### src/rtl/logen_cal_pkg.sv
// Shared types and constants for the LOGEN LDO vsel calibration block.
package logen_cal_pkg;

    // Calibration sequencer states
    typedef enum logic [2:0] {
        ST_IDLE    = 3'd0,
        ST_RST     = 3'd1,
        ST_EN_PRE  = 3'd2,
        ST_EN      = 3'd3,
        ST_EN_POST = 3'd4,
        ST_SYN     = 3'd5,
        ST_ACC     = 3'd6,
        ST_UPDATE  = 3'd7
    } cal_state_t;

    // Power-on LDO vsel code (950 mV)
    localparam logic [2:0] LOGEN_VSEL_DEFAULT = 3'b010;

    // Extra accumulator bits so that up to 8 full-scale readings fit
    localparam int ACC_XTRA_W = 3;

endpackage

### src/rtl/logen_seg_map.sv
// Combinational segment map: picks the lowest segment whose upper bound
// is >= avg, falling back to the last segment when no bound matches.
module logen_seg_map
    import logen_cal_pkg::*;
#(
    parameter int NSEG   = 5,
    parameter int VAL_W  = 6,
    parameter int VSEL_W = 3
) (
    input  logic [VAL_W-1:0]          avg,
    input  logic [(NSEG-1)*VAL_W-1:0] bounds,
    input  logic [NSEG*VSEL_W-1:0]    segs,
    output logic [VSEL_W-1:0]         vsel
);

    logic [NSEG-2:0] hit;

    genvar gi;
    generate
        for (gi = 0; gi < NSEG - 1; gi++) begin : g_cmp
            assign hit[gi] = (avg <= bounds[gi*VAL_W +: VAL_W]);
        end
    endgenerate

    // Priority encode: lowest matching boundary wins
    always_comb begin
        vsel = segs[(NSEG-1)*VSEL_W +: VSEL_W];
        for (int i = NSEG - 2; i >= 0; i--) begin
            if (hit[i]) begin
                vsel = segs[i*VSEL_W +: VSEL_W];
            end
        end
    end

endmodule

### src/rtl/logen_vsel_cal.sv
// LOGEN LDO process calibration: runs the ring-oscillator counter for a
// programmable window, averages 1/2/4/8 readings and maps the average onto
// a vsel code through programmable boundaries.
// Optional feature macro: LOGEN_VSEL_PERIODIC_RECAL_EN (timer-driven restart
// while logen_en stays high; adds input rg_logen_recal_period).
module logen_vsel_cal
    import logen_cal_pkg::*;
#(
    parameter int                NSEG     = 5,
    parameter int                CNTR_W   = 14,
    parameter int                VAL_LSB  = 4,
    parameter int                VAL_W    = 6,
    parameter int                VSEL_W   = 3,
    parameter int                WIN_W    = 5,
    parameter logic [VSEL_W-1:0] VSEL_RST = VSEL_W'(LOGEN_VSEL_DEFAULT)
) (
    input  logic                       clk,
    input  logic                       rstn,
    input  logic                       logen_en,
    input  logic                       rg_logen_cal_bypass,
    input  logic [VSEL_W-1:0]          rg_logen_vsel_man,
    input  logic [WIN_W-1:0]           rg_logen_win_m1,
    input  logic [1:0]                 rg_logen_avg_log2,
    input  logic [NSEG*VSEL_W-1:0]     rg_logen_vsel_seg,
    input  logic [(NSEG-1)*VAL_W-1:0]  rg_logen_cntr_bound,
`ifdef LOGEN_VSEL_PERIODIC_RECAL_EN
    input  logic [15:0]                rg_logen_recal_period,
`endif
    input  logic [CNTR_W-1:0]          a2d_ncntr,
    output logic                       cntr_rstn,
    output logic                       cntr_en,
    output logic                       cntr_datasyn,
    output logic [VAL_W-1:0]           logen_cntr_curr,
    output logic [VSEL_W-1:0]          ldo_logen_vsel,
    output logic                       cal_busy,
    output logic                       cal_done
);

    localparam int ACC_W = VAL_W + ACC_XTRA_W;

    cal_state_t          state_reg, state_next;
    logic [2:0]          sync_reg;
    logic [WIN_W-1:0]    win_cnt_reg;
    logic [3:0]          rd_cnt_reg;
    logic [ACC_W-1:0]    acc_reg;
    logic [VAL_W-1:0]    curr_reg;
    logic [VSEL_W-1:0]   vsel_reg;
    logic                done_reg;

    logic                en_sync;
    logic                edge_start;
    logic                start;
    logic                win_last;
    logic                rd_last;
    logic [3:0]          rd_total;
    logic                do_update;
    logic [VAL_W-1:0]    field;
    logic [ACC_W-1:0]    acc_shift;
    logic [VAL_W-1:0]    avg;
    logic [VSEL_W-1:0]   seg_vsel;
    logic                unused_cntr_bits;

    // Only the count field of the analog counter is meaningful
    assign unused_cntr_bits = ^a2d_ncntr;

    assign en_sync    = sync_reg[1];
    assign edge_start = sync_reg[1] & ~sync_reg[2];
    assign field      = a2d_ncntr[VAL_LSB +: VAL_W];
    assign win_last   = (win_cnt_reg == rg_logen_win_m1);
    assign rd_total   = 4'd1 << rg_logen_avg_log2;
    assign rd_last    = ((rd_cnt_reg + 4'd1) >= rd_total);
    assign acc_shift  = acc_reg >> rg_logen_avg_log2;
    assign avg        = acc_shift[VAL_W-1:0];
    // A request dropped during the UPDATE cycle also suppresses the update
    assign do_update  = (state_reg == ST_UPDATE) && en_sync;

`ifdef LOGEN_VSEL_PERIODIC_RECAL_EN
    logic [15:0] timer_reg;
    logic        timer_run;
    logic        recal_start;

    assign timer_run   = (state_reg == ST_IDLE) && en_sync && (rg_logen_recal_period != 16'd0);
    assign recal_start = timer_run && (timer_reg == rg_logen_recal_period - 16'd1);
    assign start       = edge_start | recal_start;

    // Idle timer: counts IDLE cycles while enabled, clears otherwise
    always_ff @(posedge clk or negedge rstn) begin
        if (!rstn) begin
            timer_reg <= 16'd0;
        end else if (timer_run) begin
            timer_reg <= timer_reg + 16'd1;
        end else begin
            timer_reg <= 16'd0;
        end
    end
`else
    assign start = edge_start;
`endif

    // Request synchroniser (3 flops; the last one only serves edge detection)
    always_ff @(posedge clk or negedge rstn) begin
        if (!rstn) begin
            sync_reg <= 3'b000;
        end else begin
            sync_reg <= {sync_reg[1:0], logen_en};
        end
    end

    // FSM state register
    always_ff @(posedge clk or negedge rstn) begin
        if (!rstn) begin
            state_reg <= ST_IDLE;
        end else begin
            state_reg <= state_next;
        end
    end

    // FSM next-state logic; a dropped request aborts from any busy state
    always_comb begin
        state_next = state_reg;
        case (state_reg)
            ST_IDLE:     if (start) state_next = ST_RST;
            ST_RST:      state_next = ST_EN_PRE;
            ST_EN_PRE:   state_next = ST_EN;
            ST_EN:       if (win_last) state_next = ST_EN_POST;
            ST_EN_POST:  state_next = ST_SYN;
            ST_SYN:      state_next = ST_ACC;
            ST_ACC:      state_next = rd_last ? ST_UPDATE : ST_RST;
            ST_UPDATE:   state_next = ST_IDLE;
            default:     state_next = ST_IDLE;
        endcase
        if ((state_reg != ST_IDLE) && !en_sync) begin
            state_next = ST_IDLE;
        end
    end

    // FSM outputs decoded straight from the state register
    always_comb begin
        cntr_rstn    = (state_reg != ST_RST);
        cntr_en      = (state_reg == ST_EN);
        cntr_datasyn = (state_reg == ST_SYN);
        cal_busy     = (state_reg != ST_IDLE);
    end

    // Window counter runs 0..win_m1 during EN and rests at zero elsewhere
    always_ff @(posedge clk or negedge rstn) begin
        if (!rstn) begin
            win_cnt_reg <= '0;
        end else if (state_reg == ST_EN) begin
            win_cnt_reg <= win_cnt_reg + 1'b1;
        end else begin
            win_cnt_reg <= '0;
        end
    end

    // Accumulator and reading counter, cleared when a calibration starts
    always_ff @(posedge clk or negedge rstn) begin
        if (!rstn) begin
            acc_reg    <= '0;
            rd_cnt_reg <= 4'd0;
        end else if ((state_reg == ST_IDLE) && (state_next == ST_RST)) begin
            acc_reg    <= '0;
            rd_cnt_reg <= 4'd0;
        end else if (state_reg == ST_ACC) begin
            acc_reg    <= acc_reg + {{ACC_XTRA_W{1'b0}}, field};
            rd_cnt_reg <= rd_cnt_reg + 4'd1;
        end
    end

    logen_seg_map #(
        .NSEG   (NSEG),
        .VAL_W  (VAL_W),
        .VSEL_W (VSEL_W)
    ) u_seg_map (
        .avg    (avg),
        .bounds (rg_logen_cntr_bound),
        .segs   (rg_logen_vsel_seg),
        .vsel   (seg_vsel)
    );

    // Result registers: average, done pulse and vsel (bypass overrides always)
    always_ff @(posedge clk or negedge rstn) begin
        if (!rstn) begin
            curr_reg <= '0;
            done_reg <= 1'b0;
            vsel_reg <= VSEL_RST;
        end else begin
            done_reg <= do_update;
            if (do_update) begin
                curr_reg <= avg;
            end
            if (rg_logen_cal_bypass) begin
                vsel_reg <= rg_logen_vsel_man;
            end else if (do_update) begin
                vsel_reg <= seg_vsel;
            end
        end
    end

    assign logen_cntr_curr = curr_reg;
    assign ldo_logen_vsel  = vsel_reg;
    assign cal_done        = done_reg;

endmodule
### config.mk
export PLATFORM = sky130hd
export DESIGN_NAME = logen_vsel_cal
export DESIGN_NICKNAME = d
export VERILOG_FILES = /design/src/rtl/logen_cal_pkg.sv /design/src/rtl/logen_seg_map.sv /design/src/rtl/logen_vsel_cal.sv
export SDC_FILE = /design/constraint.sdc
export NUM_CORES = 1
export LEC_CHECK = 0
export CAP_MARGIN = 20
export CORE_MARGIN = 3
export CORE_UTILIZATION = 28
export DETAILED_ROUTE_END_ITERATION = 6
export HOLD_SLACK_MARGIN = 0.06
export PLACE_DENSITY = 0.61
export SETUP_SLACK_MARGIN = 0.3
export SLEW_MARGIN = 20
export SYNTH_ARGS = -nofsm -noshare
export SYNTH_HDL_FRONTEND = slang
export SYNTH_SLANG_ARGS = --single-unit
### constraint.sdc
create_clock -name clk -period 2.33 [get_ports clk]
set_clock_uncertainty 0.1 [all_clocks]
set_input_delay 0.466 -clock clk [delete_from_list [all_inputs] [get_ports clk]]
set_output_delay 0.466 -clock clk [all_outputs]
set_load 0.01 [all_outputs]
== Yosys cells after proc, flatten, opt, wreduce, memory -nomap -nowiden ==
Cells that the tools add are included.

* Shift operators: 2
* Magnitude comparators: 5
* Reduce and logical (&&, ||, !) cells: 8
* Div/mod/pow operators: 0
* Bitwise logic cells: 2
* Eq/ne operators: 10
* Add/sub/neg operators: 3
* Multiplexer cells: 16
* $mul: 0

{| class="wikitable"
|+ Operator list
! cell !! number
|-
| two-way mux 3 bit || 10
|-
| <= comparator 6 bit || 4
|-
| case mux 3 bit (8 select lines) || 1
|-
| two-way mux 9 bit || 2
|-
| equality test 3 bit, second input constant || 4
|-
| adder 9 x 6 -> 9 bit || 1
|-
| >> shifter 9 x 2 -> 6 bit || 1
|-
| two-way mux 4 bit || 2
|-
| equality test 3 x 1 -> 1 bit, second input constant || 2
|-
| equality test 3 x 2 -> 1 bit, second input constant || 2
|-
| adder 5 x 1 -> 5 bit, second input constant || 1
|-
| equality test 5 bit || 1
|-
| two-way mux 5 bit || 1
|-
| adder 4 x 1 -> 4 bit, second input constant || 1
|-
| >= comparator 4 bit || 1
|-
| nonzero test 2 bit || 2
|-
| left shift 1 x 2 -> 4 bit, first input constant || 1
|-
| logical AND 1 bit || 3
|-
| zero test 3 bit || 1
|-
| inequality test 3 x 1 -> 1 bit, second input constant || 1
|-
| nonzero test 3 bit || 1
|-
| bitwise AND 1 bit || 1
|-
| zero test 1 bit || 1
|-
| inverter 1 bit || 1
|}

* Register bits: 34
* Word-level logic and storage cells: 54
* ROM bits: 0
* Bits in latches: 0
* Memories: 0
* Bits in writable memories: 0
* Output and inout port bits: 14
* Bits of input ports: 67

== Logic depth before layout (Yosys ltp) ==
Gate-level depths: netlist of run 1.

* Word-level depth: 8
* Depth in mapped cells: 11
* Depth with buffers taken out: 10

== Cells and area by module ==
A second synthesis of run 1 with hierarchy kept.

* Cell total of the unflattened synthesis: 289
* Area, all modules: 2,678.8 µm²

{| class="wikitable"
|+ By module, submodules not included
! module !! seq. area each (µm²) !! instances !! area each (µm²) !! cells an instance
|-
| logen_vsel_cal || 852.1 || 1 || 1,954.4 || 193
|-
| logen_seg_map || 0.0 || 1 || 724.4 || 96
|}

== Least setup slack after synthesis of run 1 ==
Ideal clock, no wire load.

* Path kind: in2reg
* Start: input port rg_logen_avg_log2[0]
* End: register vsel_reg[2] (netlist: ldo_logen_vsel[2])
* Path slack: -0.487 ns
* Path buffers: 1
* Cell stages on the path: 10
* Data arrival time: 2.584 ns
* Library setup time: 0.133 ns
* Required time: 2.097 ns
* Cell sequence: buf_1 mux2i_1 mux2i_1 ha_1 and4_1 o21ai_0 a32oi_1 nand2_1 a221oi_1 o32ai_1

* Longest elaborated chain between the ends: 8
* Elaborated cells between the ends (all ways): 11
* Classes of those cells: order compare: 4; shift: 1; mux: 6

{| class="wikitable"
|+ RTL lines
! element !! RTL line !! source
|-
| from (decl) || logen_vsel_cal.sv:23 || <nowiki>input logic [1:0] rg_logen_avg_log2,</nowiki>
|-
| >> shifter 9 x 2 -> 6 bit (*) || logen_vsel_cal.sv:72 || <nowiki>assign acc_shift = acc_reg >> rg_logen_avg_log2;</nowiki>
|-
| named net acc_shift[5] || logen_vsel_cal.sv:58 || <nowiki>logic [ACC_W-1:0] acc_shift;</nowiki>
|-
| <= comparator 6 bit || logen_seg_map.sv:21 || <nowiki>assign hit[gi] = (avg <= bounds[gi*VAL_W +: VAL_W]);</nowiki>
|-
| two-way mux 3 bit (3 in a row) || logen_seg_map.sv:29 || <nowiki>if (hit[i]) begin</nowiki>
|-
| two-way mux 3 bit (*) || logen_seg_map.sv:29 ||
|-
| two-way mux 3 bit (*) || logen_vsel_cal.sv:194 || <nowiki>end else if (do_update) begin</nowiki>
|-
| two-way mux 3 bit (*) || logen_vsel_cal.sv:192 || <nowiki>if (rg_logen_cal_bypass) begin</nowiki>
|-
| to (signal assigned) || logen_vsel_cal.sv:193 || <nowiki>vsel_reg <= rg_logen_vsel_man;</nowiki>
|-
| to (signal assigned) || logen_vsel_cal.sv:195 || <nowiki>vsel_reg <= seg_vsel;</nowiki>
|-
| to (decl) || logen_vsel_cal.sv:47 || <nowiki>logic [VSEL_W-1:0] vsel_reg;</nowiki>
|}

Mark *: on every way through the listed nets, which the timed path passes. The rest lies on a longest branch. The select of a mux whose other input is x is not followed.
A chain may end at the register's enable or synchronous reset.

== Worst setup path after layout of run 1 ==
* Start: input port rg_logen_avg_log2[0]
* End: register vsel_reg[1] (netlist: ldo_logen_vsel[1])

Same word-level chain as after synthesis.

==> impl_results.md, run 1 <==
- Multi-input logic area: 2170 sq um
- Synth area leader: dfrtp_1
- Share of synthesized flip-flops with an asynchronous set or reset: 100%
- Failing checks: negative setup slack
- Final Hold Fails: 0
- Total CTS buffers: 5
- Most used DFF post-synth: dfrtp_1
- CP max FO: 5
- Synth unique cells: 44
- Slew @ Worst Pin: 0.445 ns
- Overall power: 2810 uW
- Routed vias: 2681
- Final setup fails: 3
- Slew Viols, Final: 0
- Final nets: 542
- Slew margin rel.: 70.4%
- EDFF count, synth: 0
- Vias per cell: roughly 4.7
- Seq/Total Area, Yosys: 31.7%
- First-pass GRT wire length: roughly 13000 um
- IO Count: 81
- MaxCap Viol Count: 0
- Critical Path Source Type: input pin
- Pre-CTS setup slack: -1.01 ns
- Initial antenna violation count: 0
- Core area: about 9300 sq um
- Final worst slack: -0.260 ns
- Per-cell routed wire length: ~14 um
- Die Width: just over 100 um
- Clock Sinks: 34
- CTS tree: built
- Outcome: finished, violations left
- Minimum clock period: around 2.6 ns
- Hold Path Class: register to register
- Crit Path Category: input pin to register
- Antenna cells: 0
- Share of layout cells above drive strength 1: 32.1%
- # hold bufs at CTS: 0
- Clock Latency Late Sink: around 0.29 ns
- Fin crit share: 111%
- Leakage: 0.00204 uW
- Die area: roughly 11000 sq um
- I/O Buffers: 72
- Total GRT Usage: 14.9%
- Row count: 35
- Initial DRC Count: 103
- DPL Wire Length: 5780 um
- Syn Nets: 412
- Synth top area cells: dfrtp_1 (31%), ha_1 (17%), nand2_1 (4.8%)
- Root Driver: clkbuf_8
- Number of global-route vias before repair: around 2800
- DRC Markers: 0
- CP Data Arrival Time: between 2 and 3 ns
- Initial core utilization: 28.9%
- Yosys warning total: 0
- Synthesized area per cell: about 8.7 sq um
- Worst Setup End Kind: register
- RD Place Congestion: 0.805
- Post-Syn Area: 2690 sq um
- Die span in y: ~100 um
- Clk buf depth: 2
- FILL cells: between 800 and 900
- Remaining antenna violation count: 0
- Pwr dens: 609 nW/um^2
- Final WL: 7900 um
- Synth Register Bits: 34
- Gr ovfl total: 0
- H-Tree Level Count: 2
- Largest register FFs: 9
- Largest net degree at the start of global routing: 35
- RSZ-0062 raised after global routing: true
- FF+latch area: 856 sq um
- Worst endpoint required time: 2.44 ns
- Worst vdd ir: 0.000244 V
- Clk slew on worst S/H paths: 0.07 ns
- Fmax: about 390 MHz
- Drt pass-1 iters: 4
- Layout area overhead: 71.8%
- Synth top area share: 30.8%
- Syn Inst Count: 308
[per-layer routing]
layer	global-route usage (%)	wire [um]	vias up
met5	0	0	-
met4	6.17	252	0
met3	2.61	340	19
met2	26.7	4000	74
met1	17.4	3310	1255
li1	-	-	1333
[worst max-delay path, stage by stage]
cell,delay [ns]
buf_8,0.10
buf_6,0.11
buf_6,0.12
mux2i_4,0.19
buf_6,0.13
a21oi_4,0.29
ha_4,0.26
nand4_1,0.12
o21ai_2,0.09
or3_4,0.43
a221oi_4,0.26
o32ai_2,0.13
[final timing paths]
check	startpoint	to	slack, ns	cells past startpoint
worst max-delay path	rg_logen_avg_log2[0]	ldo_logen_vsel[1]	-0.26	12
max in group asynchronous	rstn	ldo_logen_vsel[1]	1.29	2
worst max register to register	acc_reg[3]	ldo_logen_vsel[1]	-0.24	12
worst min-delay path	sync_reg[0]	sync_reg[1]	0.26	0
min in group asynchronous	rstn	sync_reg[1]	0.50	2
worst min register to register	sync_reg[0]	sync_reg[1]	0.26	0
[Yosys cell counts (all sizes together) (4+ instances only)]
library cell	instances
a31oi	4
o21ai	23
nand2b	5
nor2b	14
nand2	34
mux2	4
ha	36
nand3	12
dfrtp	33
xnor2	9
inv	25
a21oi	21
buf	5
a21o	10
o32ai	4
xor2	7
nor2	23
mux2i	9
[power breakdown]
part	switching, uW	internal, uW
Sequential	92.5	692
Combinational	724	871
Clock	222	207
[layout by cell type, fill, tap and decap left out, types with 3 or more instances in the layout]
cell              n
o21ai_0          15
clkbuf_8          5
xnor2_1           9
o21ai_1           4
a21oi_4           4
a21o_1           10
mux2_2            3
inv_1            25
a31oi_1           4
mux2i_4           4
mux2i_2           3
nor2b_1          12
o21ai_2           3
nor2_4            4
buf_4            43
buf_6            11
dfrtp_1          30
nand2b_4          3
buf_12            4
xor2_1            7
nor2_1           17
nand3_1           9
nand3_2           3
ha_4             12
a21oi_1          11
nand2_1          33
a21oi_2           6
dlygate4sd2_1     5
clkdlybuf4s50_1  64
and2_1            3
ha_1             22
nand4_1           3
dfrtp_2           3
[what timing repair did]
| action | CTS | global route |
|---|---|---|
| buffers inserted | 18 | 1 |
| pin swaps | 33 | 13 |
| gates cloned | 0 | 0 |
| endpoints found under the setup margin | 14 | 7 |
| resized for setup | 78 | 14 |
[through the flow]
| stage | std cells | util [%] | setup TNS, ns | area (sq um) | hold slack [ns] |
|---|---|---|---|---|---|
| after floorplan | 308 | - | -0.266 | 2820 | 0.0704 |
| after global routing | 568 | 49.7 | -1.11 | 4610 | 0.271 |
| after global placement | 541 | 42.4 | -4.12 | 3940 | 0.241 |
| after CTS | 567 | 48.6 | -0.688 | 4520 | 0.258 |
| final | 568 | 49.7 | -0.771 | 4610 | 0.257 |
| after detailed placement | 541 | 42.4 | -4.41 | 3940 | 0.239 |
[cells by family (layout without fill, tap and decap cells)]
family | after synthesis | after routing | synth area share [%]
mux | 13 | 13 | 5.03
simple gates | 103 | 103 | 19.3
flops | 34 | 34 | 31.7
xor+xnor | 16 | 16 | 5.22
compound gates | 72 | 72 | 16.2
buf+inv | 33 | 164 | 4.99
fa+ha+maj | 37 | 37 | 17.5
[cell type report]
class	instances	share of cell area (%)
tap	129	3.50
clock buffer	6	1.57
timing repair buffer	130	27.0
clock inverter	2	0.217
inverter	26	2.12
sequential	34	18.6
multi-input combinational	241	47.0
Power figures use the tool's default switching activity.
==> run 2, diff against run 1 <==
CORE_UTILIZATION = 48   (was 28)
PLACE_DENSITY = 0.88   (was 0.61)
clock period = 2.4 ns   (was 2.33 ns; I/O delays follow)
==> run 2 against run 1 <==
Wire length rose by 23%. Flip-flop and latch count did not move. Sequential share of layout area up 1.3 points. Cell count is 14% lower. Highest routed layer unchanged. Worst setup slack got worse by 0.095 ns. Critical path type is now register to register. The run still ends with negative setup slack left. Combinational power is 6% lower.
==> impl_results.md, run 2 (same netlist as run 1, synthesis figures left out) <==
- Outcome: finished, violations left (unchanged)
- Failing checks: negative setup slack (unchanged)
- Die area: 6530 sq um (was 10800 sq um)
- Initial antenna violation count: 0 (unchanged)
- Final worst slack: -0.355 ns (was -0.260 ns)
- Slowest cell on the critical path: dfrtp_1 (was or3_4)
- Total CTS buffers: 5 (unchanged)
- Fin crit share: 115%
- Hold_sp: sync_reg[0] (unchanged)
- Most common cell type on the critical path: mux2i_4 (was buf_6)
- DRC Markers: 0 (unchanged)
- Reg2Reg Launch Point: acc_reg[4] (was acc_reg[3])
- Crit Path Category: register to register (was input pin to register)
- Most common cell after layout, fill and taps aside: clkdlybuf4s50_1 (unchanged)
- MaxCap Viol Count: 0 (unchanged)
- Largest register FFs: 9 (unchanged)
- Final instance area: 4330 sq um (was 4610 sq um)
- Per-cell routed wire length: 19.8 um (was 13.9 um)
- Placed Area: 3790 sq um (was 3940 sq um)
- Die Width: 80.8 um (was 104 um)
- Hold Path Class: register to register (unchanged)
- I/O Buffers: 72 (unchanged)
- Slew Viols, Final: 0 (unchanged)
- First-pass GRT wire length: 14200 um (was 13300 um)
- RD Place Congestion: 0.945 (was 0.805)
- Clk buf depth: 2 (unchanged)
- Worst Path Buf+Inv: 1 (was 4)
- RSZ-0062 raised after global routing: true (unchanged)
- Pwr dens: 660 nW/um^2 (was 609 nW/um^2)
- Largest stage delay on the critical path: 0.43 ns (about the same)
- Clk slew on worst S/H paths: 0.08 ns (was 0.07 ns)
- Initial core utilization: 50.9% (was 28.9%)
- DPL Wire Length: 5690 um (was 5780 um)
- Leakage: 0.00198 uW (was 0.00204 uW)
- CP Data Arrival Time: 2.87 ns (was 2.70 ns)
- Number of global-route vias before repair: 2911 (was 2821)
- Post-layout util: 82.2% (was 49.7%)
- Slew margin rel.: 69.8% (was 70.4%)
- Die span in y: 80.8 um (was 104 um)
- Final WL: 9690 um (was 7900 um)
- CP cell instances: buf_6, mux2i_4, mux2i_4, ha_1, nand4_1, o21bai_1, a31o_2, nor2_1, o21ai_0, o32ai_2 (was buf_8, buf_6, buf_6, mux2i_4, buf_6, a21oi_4, ha_4, nand4_1, o21ai_2, or3_4, a221oi_4, o32ai_2)
- CTS tree: built (unchanged)
- Final nets: 523 (was 542)
- Stages on the worst setup path: 10 (was 12)
- Most frequent cells in the layout: clkdlybuf4s50_1 (65), nand2_1 (32), buf_4 (32) (was clkdlybuf4s50_1 (64), buf_4 (43), nand2_1 (33))
- FILL cells: 286 (was 848)
- Fmax: 363 MHz
- Clock Sinks: 34 (unchanged)
- Routed vias: 2911 (was 2681)
- IO Count: 81 (unchanged)
- Overall power: 2860 uW (was 2810 uW)
- Final Hold Fails: 0 (unchanged)
- Root Driver: clkbuf_8 (unchanged)
- R2r setup slk: -0.35 ns (was -0.24 ns)
- CP delay by family, top: compound AO/OA/AOI/OAI gates (unchanged)
- FF-to-FF End: ldo_logen_vsel[1] (unchanged)
- Vias per cell: 5.94 (was 4.72)
- Worst Setup End Kind: register (unchanged)
- Slew @ Worst Pin: 0.452 ns (was 0.445 ns)
- H-Tree Level Count: 2 (unchanged)
- Row count: 26 (was 35)
- Clock Latency Late Sink: 0.30 ns (was 0.29 ns)
- Worst endpoint required time: 2.51 ns (was 2.44 ns)
- Worst Hold End: sync_reg[1] (unchanged)
- Hold depth: 0 (unchanged)
- Total GRT Usage: 28.8% (was 14.9%)
- CP max FO: 5 (unchanged)
- Gr ovfl total: 0 (unchanged)
- Minimum clock period: 2.75 ns
- Core area: 5270 sq um (was 9280 sq um)
- Final setup fails: 3 (unchanged)
- Antenna cells: 0 (unchanged)
- Worst vdd ir: 0.000368 V (was 0.000244 V)
- Remaining antenna violation count: 0 (unchanged)
- Largest net degree at the start of global routing: 35 (unchanged)
- Critical Path Source Type: register (was input pin)
- Share of layout cells above drive strength 1: 27.4% (was 32.1%)
- Initial DRC Count: 176 (was 103)
- Reg2Reg Depth: 10 (was 12)
- # hold bufs at CTS: 0 (unchanged)
- Layout area overhead: 61.3% (was 71.8%)
- Drt pass-1 iters: 5 (was 4)
## run 2: cell types whose count changed in the layout (fill, tap and decap cells not counted), sizes merged
cell,change
clkdlybuf4s50,+1
buf,-21
bufinv,+1
clkinv,-2
dlygate4sd2,-3
bufbuf,+1
clkbuf,+1
clkdlybuf4s15,+1
dlymetal6s2s,+2
## run 2: worst register-to-register path, delay by kind of cell, from the launching register on
kind	cells	cell delay, ns
muxes	2	0.44
DFF	1	0.43
AOI/OAI and AO/OA	4	0.98
and+or+nand+nor	2	0.26
buffers and inverters	1	0.15
adders and majority gates	1	0.32
## run 2: metrics by stage
step | setup TNS (ns) | std cells | hold WS, ns | setup WS [ns]
after floorplan | -0.0982 | 308 | 0.0844 | -0.0443
after global placement | -3.31 | 471 | 0.234 | -0.838
after detailed placement | -3.91 | 471 | 0.239 | -0.936
after CTS | -0.174 | 489 | 0.255 | -0.0698
after global routing | -1.16 | 490 | 0.259 | -0.425
final | -0.942 | 490 | 0.256 | -0.355
## run 2: cell type report
type / instances / area [sq um] / share of cell area, %
multi-input combinational: 241 / 2100 / 48.6
timing repair buffer: 111 / 1070 / 24.7
sequential: 34 / 858 / 19.8
inverter: 26 / 97.6 / 2.25
tap: 70 / 87.6 / 2.02
clock buffer: 7 / 86.3 / 1.99
clock inverter: 1 / 30.0 / 0.693
## run 2: worst max-delay path by stage
stage	startpoint	endpoint	slack [ns]
after detailed placement	rg_logen_avg_log2[0]	ldo_logen_vsel[0]	-0.94
after floorplan	rg_logen_avg_log2[0]	ldo_logen_vsel[0]	-0.04
final	acc_reg[4]	ldo_logen_vsel[1]	-0.35
after global routing	acc_reg[4]	ldo_logen_vsel[2]	-0.43
after CTS	acc_reg[4]	ldo_logen_vsel[0]	-0.07
after global placement	rg_logen_avg_log2[0]	ldo_logen_vsel[1]	-0.84
## run 2: layer usage
layer | GRT usage (%) | vias to the layer above | routed length [um]
li1 | - | 1306 | -
met1 | 33.9 | 1388 | 3720
met2 | 49.0 | 168 | 4770
met3 | 4.55 | 49 | 658
met4 | 18.1 | 0 | 540
met5 | 0 | - | 0
## run 2: power by group
| part | switching (uW) | internal, uW | leakage (uW) |
|---|---|---|---|
| sequential | 118 | 674 | 0.000429 |
| combinational | 731 | 769 | 0.00149 |
| clock | 229 | 339 | 0.0000585 |
## run 2: repair_timing
item                       in CTS  in global routing
pin swaps                      15                 14
setup endpoints to repair      13                 13
gates resized for setup        45                 34
cloned                          1                  0
buffers inserted                9                  1
==> run 3, diff against run 2 <==
CAP_MARGIN = default   (was 20)
==> results of run 3 <==
Same layout as run 2: the final DEF is identical, and so are final timing and power.
==> RTL edit 1: new RTL, flow settings as in run 1 <==
Change the package constant `ACC_XTRA_W` from 3 to 6.
--- a/src/rtl/logen_cal_pkg.sv
+++ b/src/rtl/logen_cal_pkg.sv
@@ -19,3 +19,3 @@
     // Extra accumulator bits so that up to 8 full-scale readings fit
-    localparam int ACC_XTRA_W = 3;
+    localparam int ACC_XTRA_W = 6;
 
Check against the original RTL: same outputs for any inputs over 10 cycles, from zero or initial values and one cycle with rstn low; that may be too few to reach the edited logic, so the function may still have changed.
==> RTL edit 1 against run 1 <==
Critical path type unchanged. Setup slack better by 21 ps. Final area down 0.41%. Sequential cell count unchanged. Wire length down 3.1%. Sequential power down 11%. Clock power down 1%. Power down 25%. Final cell count down 0.88%. Sequential share of layout area up 0.076 points. Highest routed layer unchanged. The run still ends with setup timing left. Synthesized area unchanged. Hold slack worse by 6.9 ps. Fmax up 0.83%. First-iteration DRC count down 3.9%. Critical endpoint is now ldo_logen_vsel[0]$_DFFE_PN0P_.
==> RTL edit 1: results (changes against run 1) <==
outcome: "complete, but fails checks"
violations: "setup timing"
num_vias: 2599  # -3.1%
drv_slew: 0  # unchanged
synthFlopType: "dfrtp_1"
synth_xor_area_share_pct: 5.22  # unchanged
io_buffers: 72  # unchanged
reg2reg_slack_ps: -230
root_buffer: "clkbuf_8"
ir_drop_mv: 0.263  # +7.8%
fin_nets: 537  # -0.92%
pre_cts_ws_ps: -1110  # -96.7 ps
synth_fp_nets: 411  # -0.24%
syn_inst: 307  # -0.32%
reg2reg_depth: 12  # unchanged
dp_hpwl_um: 5660  # -2.1%
rr_endpoint: "ldo_logen_vsel[0]$_DFFE_PN0P_"
cts-buffers-inserted: 5  # unchanged
crit_fanout: 5  # unchanged
drtIter0Drc: 99  # -3.9%
fin_ws_ps: -239  # +21.2 ps
synth_compound_area_share_pct: 16.2  # +0.047 points
synthTopCellsByCount: "36 x ha_1, 36 x nand2_1, 33 x dfrtp_1"
drive_above_1_share_pct: 30.9  # -1.2 points
grt_pass1_vias: 2733  # -3.1%
grt_usage_pct: 14.3  # -0.62 points
r2r_start: "acc_reg[3]$_DFFE_PN0P_"
tightestPinTransition_ps: 495  # +50.1 ps
place_congestion: 0.776  # -3.5%
stdcell_count: 563  # -0.88%
setup-violations-final: 3  # unchanged
place_area_um2: 3880  # -1.6%
p_leak_nw: 2.03  # -0.65%
tns_ps: -673  # +98.6 ps
synth-seq-area-share_pct: 31.7  # unchanged
placedCellCount: 530  # -2.0%
synth_cell_types: 43  # -2.3%
grt_pass1_wl_um: 12800  # -3.8%
arrival_ps: 2640  # -60 ps
detail_route.wl_per_cell_um: 13.6  # -2.3%
yosys-top-cells-area: "dfrtp_1 31%, ha_1 17%, nand2_1 5.0%, o21ai_0 4.3%, a21oi_1 3.7%"
largest_reg_flops: 9  # unchanged
antenna_cells: 0  # unchanged
grt_antenna_before_repair: 0  # unchanged
fillers: 884  # +4.2%
async_reset_ff_share_pct: 100  # unchanged
-- RTL edit 1: cell count changes after synthesis, sizes merged, moves of 2 or more --
cell | run 1 | this run
clkbuf | 2 | 4
buf | 5 | 3
and2 | 3 | 1
nand2 | 34 | 36
nand3 | 12 | 9
-- RTL edit 1: critical path: stages --
cell and delay [ps]:
buf_12 90, buf_12 130, mux2i_4 260, buf_4 150, a21oi_4 50, buf_6 110, buf_6 110, ha_4 260
nand4_1 110, o21bai_1 180, a31o_2 280, buf_4 160, a31oi_4 190, o32ai_2 90
-- RTL edit 1: cells by family (layout without fill, tap and decap cells) --
| kind of cell | count (synthesis) | in the layout |
|---|---|---|
| AOI/OAI and AO/OA | 72 | 72 |
| xor gates and xnor gates | 16 | 16 |
| adders and majority gates | 37 | 37 |
| buffers and inverters | 33 | 160 |
| DFF | 34 | 34 |
| muxes | 13 | 13 |
| and+or+nand+nor | 102 | 102 |
-- RTL edit 1: final cells by class --
class,count,area [µm²],share of cell area [%]
tap,129,161,3.51
clock inverter,2,10.0,0.218
clock buffer,6,72.6,1.58
multi-input combinational,240,2180,47.5
sequential,34,856,18.6
inverter,26,97.6,2.12
timing repair buffer,126,1210,26.4
-- RTL edit 1: power by group --
part / internal [mW] / switching [mW]
clock: 0.207 / 0.217
sequential: 0.648 / 0.0486
combinational: 0.547 / 0.437
-- RTL edit 1: what timing repair did --
action,4_1_cts,5_1_grt
pin swaps,27,14
resized for setup,72,22
setup endpoints to repair,13,10
gates cloned,1,0
hold buffers,0,0
buffers inserted,19,5
-- RTL edit 1: worst min path at each step --
stage / cells past startpoint / startpoint / end / slack (ps)
final: 0 / sync_reg[0]$_DFF_PN0_ / sync_reg[1]$_DFF_PN0_ / 250
after global routing: 0 / sync_reg[0]$_DFF_PN0_ / sync_reg[1]$_DFF_PN0_ / 270
after CTS: 0 / sync_reg[0]$_DFF_PN0_ / sync_reg[1]$_DFF_PN0_ / 260
after detailed placement: 0 / sync_reg[0]$_DFF_PN0_ / sync_reg[1]$_DFF_PN0_ / 240
after global placement: 0 / sync_reg[0]$_DFF_PN0_ / sync_reg[1]$_DFF_PN0_ / 230
after floorplan: 0 / rstn / acc_reg[0]$_DFFE_PN0P_ / 70
-- RTL edit 1: layer usage --
layer	wire, µm	GRT usage [%]	vias up
met2	3690	23.8	52
li1	-	-	1326
met1	3610	19.1	1211
met5	0	0	-
met4	139	4.37	0
met3	216	2.11	10
==> RTL edit 2: new RTL, settings of run 1 <==
Without the edit above. Put a register stage on the output `cntr_en`, with the module's reset. The value now appears one clock later. The other outputs are not delayed to match.
--- a/src/rtl/logen_vsel_cal.sv
+++ b/src/rtl/logen_vsel_cal.sv
@@ -40,2 +40,4 @@
 
+    logic cntr_en_d;
+
     cal_state_t          state_reg, state_next;
@@ -139,3 +141,3 @@
         cntr_rstn    = (state_reg != ST_RST);
-        cntr_en      = (state_reg == ST_EN);
+        cntr_en_d    = (state_reg == ST_EN);
         cntr_datasyn = (state_reg == ST_SYN);
@@ -203,2 +205,10 @@
 
+    always_ff @(posedge clk or negedge rstn) begin
+        if (!rstn) begin
+            cntr_en <= '0;
+        end else begin
+            cntr_en <= cntr_en_d;
+        end
+    end
+
 endmodule
Behaviour: not the same (a bounded check fails within 10 cycles, from zero or initial values and one cycle with rstn low).
==> RTL edit 2 against run 1 <==
The run still ends with setup timing left. Largest cell class unchanged. Sequential cell count is 1 higher. Via count is 5.4% lower. Power grew 2.8%. Synthesized cell count is 0.97% higher. Setup slack better by 160 ps. Core utilization shrank 1.5 points. Final area fell by 0.76%. Wire length down 2.9%. Critical endpoint unchanged. Largest power group unchanged. Synthesized area up 4.6%.
==> RTL edit 2: results (changes against run 1) <==
r2r_start: "acc_reg[4]$_DFFE_PN0P_"
ir_drop_mv: 0.239  # -2.0%
fin_ws_ps: -104  # +156 ps
placedCellCount: 533  # -1.5%
cp-startpoint: "rg_logen_avg_log2[0]"
synthTopCellsByCount: "36 x ha_1, 36 x nand2_1, 34 x dfrtp_1"
yosys-top-cells-area: "dfrtp_1 30%, ha_1 16%, nand2_1 4.8%, a21oi_1 3.4%, inv_1 3.3%"
pre_cts_ws_ps: -1090  # -75.0 ps
p_leak_nw: 2.00  # -2.2%
grt_max_degree: 36  # +2.9%
outcome: "complete, but fails checks"
detail_route.wl_per_cell_um: 13.9  # about the same
syn_area_per_cell_um2: 9.03  # +3.6%
clk_latency_ps: 290  # about the same
crit_fanout: 5  # unchanged
grt_usage_pct: 14.0  # -0.84 points
reg2reg_depth: 11  # -1
fillers: 907  # +7.0%
min_path_type: "input port to async pin"
critPathTopFamily: "compound AO/OA/AOI/OAI gates"
ys_warn_count: 0  # unchanged
crit_end: "ldo_logen_vsel[1]$_DFFE_PN1P_"
place_congestion: 0.812  # +0.88%
num_vias: 2535  # -5.4%
dp_hpwl_um: 5790  # +0.27%
max_stage_delay_ps: 310  # -120 ps
drtIter0Drc: 66  # -36%
setup-violations-final: 3  # unchanged
h-tree-depth: 2  # unchanged
antenna_cells: 0  # unchanged
arrival_ps: 2540  # -160 ps
grt_antenna_before_repair: 0  # unchanged
grt_pass1_wl_um: 13000  # -2.0%
drive_above_1_share_pct: 31.0  # -1.1 points
rr_endpoint: "ldo_logen_vsel[0]$_DFFE_PN0P_"
synth_cell_types: 52  # +18%
crit_slowest_cell: "a21oi_4"
synth-seq-area-share_pct: 31.2  # -0.49 points
grt_pass1_vias: 2726  # -3.4%
viasPerCell: 4.60  # -2.5%
violations: "setup timing"
async_reset_ff_share_pct: 100  # unchanged
tightestPinTransition_ps: 838  # +393 ps
reg2reg_slack_ps: -90  # +150 ps
clockBufferDepth: 2  # unchanged
cts-buffers-inserted: 5  # unchanged
synth_fp_nets: 415  # +0.73%
## RTL edit 2: cell families after synthesis
logic type / after synthesis / share of synthesized area [%]
buf+inv: 34 / 5.26
flops: 35 / 31.2
mux: 12 / 4.46
fa+ha+maj: 37 / 16.8
xor+xnor: 17 / 5.30
compound gates: 70 / 17.2
simple gates: 106 / 19.8
## RTL edit 2: timing repair
action	in CTS	in global routing
pin swaps	19	24
endpoints found under the setup margin	13	8
gates cloned	1	0
setup buffers	9	0
gates resized for setup	51	40
## RTL edit 2: where the power goes
part	switching [mW]	internal (mW)
clock	0.230	0.269
sequential	0.102	0.714
combinational	0.730	0.843
total	1.06	1.83
## RTL edit 2: worst min path at each step
| stage | startpoint | to | cells past startpoint | slack [ps] |
|---|---|---|---|---|
| floorplan | rstn | acc_reg[0]$_DFFE_PN0P_ | 0 | 70 |
| global placement | sync_reg[0]$_DFF_PN0_ | sync_reg[1]$_DFF_PN0_ | 0 | 240 |
| detailed placement | sync_reg[0]$_DFF_PN0_ | sync_reg[1]$_DFF_PN0_ | 0 | 240 |
| CTS | rstn | acc_reg[0]$_DFFE_PN0P_ | 1 | 210 |
| global route | rstn | acc_reg[0]$_DFFE_PN0P_ | 1 | 230 |
| finish | rstn | acc_reg[0]$_DFFE_PN0P_ | 1 | 180 |
## RTL edit 2: layout make-up
| type | count | share of cell area [%] |
|---|---|---|
| tap | 129 | 3.53 |
| timing repair buffer | 111 | 23.2 |
| inverter | 26 | 2.13 |
| multi-input combinational | 242 | 49.6 |
| clock inverter | 1 | 0.164 |
| clock buffer | 7 | 2.10 |
| sequential | 35 | 19.3 |
## RTL edit 2: per-stage QoR
step	cell area (µm²)	setup TNS, ps	total power, mW	hold slack [ps]	utilization, %
floorplan	2910	-351	1.56	70.4	-
global placement	3950	-3820	2.05	245	41.6
detailed placement	3950	-4170	2.08	237	41.6
CTS	4330	-244	2.77	208	45.6
global route	4580	-640	3.12	235	48.2
finish	4580	-286	2.89	178	48.2
## RTL edit 2: layer usage
layer | wire (µm) | global-route usage [%] | vias up | share of wire [%]
li1 | - | - | 1302 | -
met1 | 3460 | 18.3 | 1180 | 45
met2 | 3880 | 24.3 | 48 | 51
met3 | 269 | 2.31 | 5 | 3.5
met4 | 70 | 3.05 | 0 | 0.91
met5 | 0 | 0 | - | 0
